===== src/rtl/pw_packet_filter.sv =====
// USB packet filter: frames the PM byte stream by rxactive, forwards PID-enabled packets, drops the rest.
// O_data/O_sop are registered 1 cycle after input; O_eop comes 1 cycle after rxactive falls; no backpressure.
module pw_packet_filter #(
    parameter int pMAX_LEN     = 1027,
    parameter int pCOUNT_WIDTH = 16
) (
    input  logic                    fe_clk,
    input  logic                    reset_i,
    input  logic                    I_arm,
    input  logic                    I_rxactive,
    input  logic [7:0]              I_data,
    input  logic                    I_data_valid,
    input  logic [15:0]             I_pid_mask,
    output logic [7:0]              O_data,
    output logic                    O_data_valid,
    output logic                    O_sop,
    output logic                    O_eop,
    output logic                    O_truncated,
    output logic [pCOUNT_WIDTH-1:0] O_pass_count,
    output logic [pCOUNT_WIDTH-1:0] O_drop_count
);

    localparam int CW = $clog2(pMAX_LEN + 1);

    typedef enum logic [1:0] {
        ST_IDLE,
        ST_PID,
        ST_PASS,
        ST_DROP
    } state_t;

    state_t                  state_q, state_d;
    logic [CW-1:0]           cnt_q, cnt_d;
    logic                    trunc_q, trunc_d;
    logic                    arm_q;
    logic [7:0]              data_q, data_d;
    logic                    vld_q, vld_d;
    logic                    sop_q, sop_d;
    logic                    eop_q, eop_d;
    logic                    trunc_out_q, trunc_out_d;
    logic [pCOUNT_WIDTH-1:0] pass_q, pass_d;
    logic [pCOUNT_WIDTH-1:0] drop_q, drop_d;

    logic byte_in;
    logic pid_ok;
    logic arm_rise;

    assign byte_in  = I_data_valid & I_rxactive;
    assign pid_ok   = (I_data[7:4] == ~I_data[3:0]);
    assign arm_rise = I_arm & ~arm_q;

    always_comb begin
        state_d     = state_q;
        cnt_d       = cnt_q;
        trunc_d     = trunc_q;
        data_d      = data_q;
        vld_d       = 1'b0;
        sop_d       = 1'b0;
        eop_d       = 1'b0;
        trunc_out_d = 1'b0;
        pass_d      = pass_q;
        drop_d      = drop_q;

        if (!I_arm) begin
            // Disarm abandons any packet in flight without eop or count update.
            state_d = ST_IDLE;
            cnt_d   = '0;
            trunc_d = 1'b0;
        end else begin
            case (state_q)
                ST_IDLE: begin
                    cnt_d   = '0;
                    trunc_d = 1'b0;
                    if (I_rxactive) begin
                        state_d = ST_PID;
                    end
                end
                ST_PID: begin
                    if (!I_rxactive) begin
                        state_d = ST_IDLE;
                    end else if (byte_in) begin
                        if (pid_ok && I_pid_mask[I_data[3:0]]) begin
                            state_d = ST_PASS;
                            data_d  = I_data;
                            vld_d   = 1'b1;
                            sop_d   = 1'b1;
                            cnt_d   = CW'(1);
                        end else begin
                            state_d = ST_DROP;
                            if (drop_q != '1) begin
                                drop_d = drop_q + pCOUNT_WIDTH'(1);
                            end
                        end
                    end
                end
                ST_PASS: begin
                    if (!I_rxactive) begin
                        state_d     = ST_IDLE;
                        eop_d       = 1'b1;
                        trunc_out_d = trunc_q;
                        trunc_d     = 1'b0;
                        if (pass_q != '1) begin
                            pass_d = pass_q + pCOUNT_WIDTH'(1);
                        end
                    end else if (byte_in) begin
                        if (cnt_q < CW'(pMAX_LEN)) begin
                            data_d = I_data;
                            vld_d  = 1'b1;
                            cnt_d  = cnt_q + CW'(1);
                        end else begin
                            trunc_d = 1'b1;
                        end
                    end
                end
                ST_DROP: begin
                    if (!I_rxactive) begin
                        state_d = ST_IDLE;
                    end
                end
                default: begin
                    state_d = ST_IDLE;
                end
            endcase
        end

        if (arm_rise) begin
            pass_d = '0;
            drop_d = '0;
        end
    end

    always_ff @(posedge fe_clk) begin
        if (reset_i) begin
            state_q     <= ST_IDLE;
            cnt_q       <= '0;
            trunc_q     <= 1'b0;
            arm_q       <= 1'b0;
            data_q      <= '0;
            vld_q       <= 1'b0;
            sop_q       <= 1'b0;
            eop_q       <= 1'b0;
            trunc_out_q <= 1'b0;
            pass_q      <= '0;
            drop_q      <= '0;
        end else begin
            state_q     <= state_d;
            cnt_q       <= cnt_d;
            trunc_q     <= trunc_d;
            arm_q       <= I_arm;
            data_q      <= data_d;
            vld_q       <= vld_d;
            sop_q       <= sop_d;
            eop_q       <= eop_d;
            trunc_out_q <= trunc_out_d;
            pass_q      <= pass_d;
            drop_q      <= drop_d;
        end
    end

    assign O_data       = data_q;
    assign O_data_valid = vld_q;
    assign O_sop        = sop_q;
    assign O_eop        = eop_q;
    assign O_truncated  = trunc_out_q;
    assign O_pass_count = pass_q;
    assign O_drop_count = drop_q;

endmodule


===== config.mk =====
export PLATFORM = sky130hd
export DESIGN_NAME = pw_packet_filter
export DESIGN_NICKNAME = d
export VERILOG_FILES = /design/src/rtl/pw_packet_filter.sv
export SDC_FILE = /design/constraint.sdc
export NUM_CORES = 1
export LEC_CHECK = 0
export CAP_MARGIN = 5
export CORE_MARGIN = 5
export CORE_UTILIZATION = 58
export CTS_CLUSTER_DIAMETER = 120
export CTS_CLUSTER_SIZE = 10
export DETAILED_ROUTE_END_ITERATION = 16
export DONT_BUFFER_PORTS = 1
export PLACE_DENSITY_LB_ADDON = 0.12
export SLEW_MARGIN = 15
export SYNTH_ARGS = -nofsm -noshare
export SYNTH_HDL_FRONTEND = slang
export SYNTH_SLANG_ARGS = --single-unit

===== constraint.sdc =====
create_clock -name fe_clk -period 5.6 [get_ports fe_clk]
set_clock_uncertainty 0.2 [all_clocks]
set_input_delay 1.4 -clock fe_clk [delete_from_list [all_inputs] [get_ports fe_clk]]
set_output_delay 1.4 -clock fe_clk [all_outputs]
set_load 0.05 [all_outputs]

==> results.yml <==
worst_setup_path:
  r2r_cells: 9
  rr_endpoint: "O_pass_count[15]"
  reg2reg_slack_ps: 2800
  cp_max_fo: 20
  critPathKind: "in2reg"
  required_ps: 5640
  rr_startpoint: "state_q[0]"
  worstPathArrival_ps: 3410
  crit_path_end_kind: "register"
  critPathLaunchType: "primary input"
route:
  wl_per_cell_um: 14.7
  viasPerCell: 5.71
  first_pass_iters: 4
  vias: 2489
  dr.first_iter.drc_count: 113
  route.detailed.drc: 0
  wl_um: 6390
  ant_nets: 0
power_and_ir_drop:
  p_total_uw: 966
  p_int_uw: 770
  pwr-share-comb_pct: 4.6
  leakage_nw: 1.10
  p_clk_share_pct: 51.4
  power.density_nw_per_um2: 294
  peakVddDrop_uv: 155
  p_switching_uw: 196
  sequentialPowerShare_pct: 44.0
  p_sw_share_pct: 20.3
yosys:
  synthCells: 361
  synth_adder_area_share_pct: 2.94
  synth_warnings: 0
  synth.mux.area_fraction_pct: 5.70
  synth.distinct_cells: 45
  synth_top_family_by_area: "simple AND/OR/NAND/NOR gates"
  synth_compound_area_share_pct: 11.7
  synth-xor-area-share_pct: 8.52
  synth_nets: 397
  syn_area_um2: 2980
  postSynthAreaPerCell_um2: 8.26
  synthSimpleGateAreaFrac_pct: 27.8
  yosys_register_bits: 59
  ys_seq_area_share_pct: 39.6
placement:
  placed_cells: 420
  numPortBuffers: 0
  placed_cell_area_um2: 3030
  gp_congestion: 0.843
  dp_hpwl_um: 4580
  pre_cts_ws_ps: 1860
sta:
  hold_viol_final: 0
  relSlewSlack_pct: 33.0
  rsz0062_at_grt: "false"
  fin_crit_sh_pct: 60.1
  worst_slack_ps: 2240
  fmax_mhz: 297
  setup_viol: 0
  fin_tns_setup_ps: 0
  holdWs_ps: 286
  tightest_slew_ps: 1000
  slew_viol_final: 0
  min_period_ps: 3360
grt:
  first_global_vias: 2431
  antenna_found_initial: 0
  grt_use_total_pct: 20.6
  overflow: 0
  grt_pass1_wl_um: 10700
  grt_max_degree: 34
clock_network:
  cts_resized: 0
  clock-root-buffer: "clkbuf_8"
  htree_num_levels: 3
  post_cts_buffers: 0
  clkSlewWorstSetupHoldPaths_ps: 70
  cts.sinks: 59
  clk_latency_ps: 340
  clk_path_buf_depth: 2
  cts_made_buffers: 9
  cts_tree: "built"
  cts_hold_buf: 0
cells_and_area:
  stdcell_count: 436
  final_util_pct: 65.2
  final_area_um2: 3290
  nets: 397
  drive_above_1_share_pct: 6.56
  final_common_cell: "dfxtp_1"
  layout.cells.most_common_list: "59 x dfxtp_1, 55 x nor2_1, 32 x nand2_1, 26 x xnor2_1"
  antennaDiodeCount: 0
  areaGrowthSynthToFinish_pct: 10.2
die:
  initial_core_util_pct: 59.2
  num_rows: 26
  io_pins: 73
  die_y_um: 81.7
  die_w_um: 81.7
  dieArea_um2: 6680
  core_um2: 5040
hold_path:
  hold_path_end: "O_truncated"
  hold_path.class: "reg2reg"
  worstHoldStart: "trunc_q"
  hold_depth: 1
run_status:
  status: "completed"
job:
  cap_violations: 0
synthesized netlist by cell type, drive strengths merged:
master	number	area, µm²
o21ai	14	70.1
a211o	1	8.76
nand2	32	120
nor4	6	43.8
inv	14	52.6
ha	7	87.6
buf	6	31.3
or4	1	7.51
o41ai	1	16.3
o31ai	3	32.5
o21a	1	7.51
a22oi	3	22.5
dfxtp	59	1180
a21oi	12	60.1
and3	6	37.5
nand3	18	90.1
nor3	18	90.1
a31oi	2	12.5
a31o	1	8.76
mux2i	17	170
o221a	1	11.3
or3	6	37.5
o211ai	7	52.6
and3b	1	8.76
a211oi	1	7.51
nor2	55	206
nand2b	4	25.0
a21o	1	7.51
clkbuf	7	26.3
and4	4	35.0
and2	4	25.0
nand4	10	62.6
o2111a	1	11.3
nor2b	5	31.3
a2111oi	1	15.0
xor2	3	26.3
nand4b	1	8.76
xnor2	26	228
o22ai	1	6.26
cell type report:
class                      instances  area, µm²
fill                             450       1750
multi-input combinational        275       1690
sequential                        59       1180
clock buffer                      12        165
clock inverter                     4       95.1
tap                               70       87.6
inverter                          14       52.6
timing repair buffer               2       15.0
power by group through the flow:
stage               clock network, mW  registers (mW)  logic (mW)
floorplan                           0           0.434      0.0388
global placement                    0           0.435      0.0439
detailed placement                  0           0.435      0.0445
CTS                             0.507           0.425      0.0446
global route                    0.526           0.425      0.0497
finish                          0.496           0.425      0.0444
how the worst max path moves through the flow:
stage               from  endpoint  slack [ps]  cells after the start
2_1_floorplan  I_data[0]  cnt_q[7]        2250                      9
5_1_grt        I_data[1]  cnt_q[7]        2080                      9
6_report       I_data[5]  cnt_q[5]        2240                      9
4_1_cts        I_data[5]  cnt_q[5]        2220                      9
3_5_place_dp   I_data[1]  cnt_q[7]        1860                      9
3_3_place_gp   I_data[1]  cnt_q[7]        1920                      9
routing by layer:
layer / up-vias / routed length, µm / global-route usage [%]
met5: - / 0 / 0
met1: 1147 / 2810 / 25.1
met2: 64 / 2940 / 33.1
li1: 1265 / - / -
met3: 13 / 481 / 5.48
met4: 0 / 164 / 11.1
registers in the layout, summed over array words and instances, names as in the netlist, 2 cells and up:
name,count
O_drop_count,16
cnt_q,11
state_q,2
O_pass_count,16
O_data,8
logic make-up (layout without fill, tap and decap cells):
group	count (synthesis)	after routing
and+or+nand+nor	171	171
DFF	59	59
AOI/OAI and AO/OA	51	51
xor gates and xnor gates	29	29
buffers and inverters	27	32
muxes	17	17
adders and majority gates	7	7
worst max-delay path, stage by stage:
cell and delay [ps]:
xnor2_1 110, nor4_2 300, nand3_1 110, o21ai_1 180, buf_4 260, a31oi_1 110
buf_4 200, or3_1 500, o41ai_2 230
Note: power is estimated with default switching activity, not from simulation.
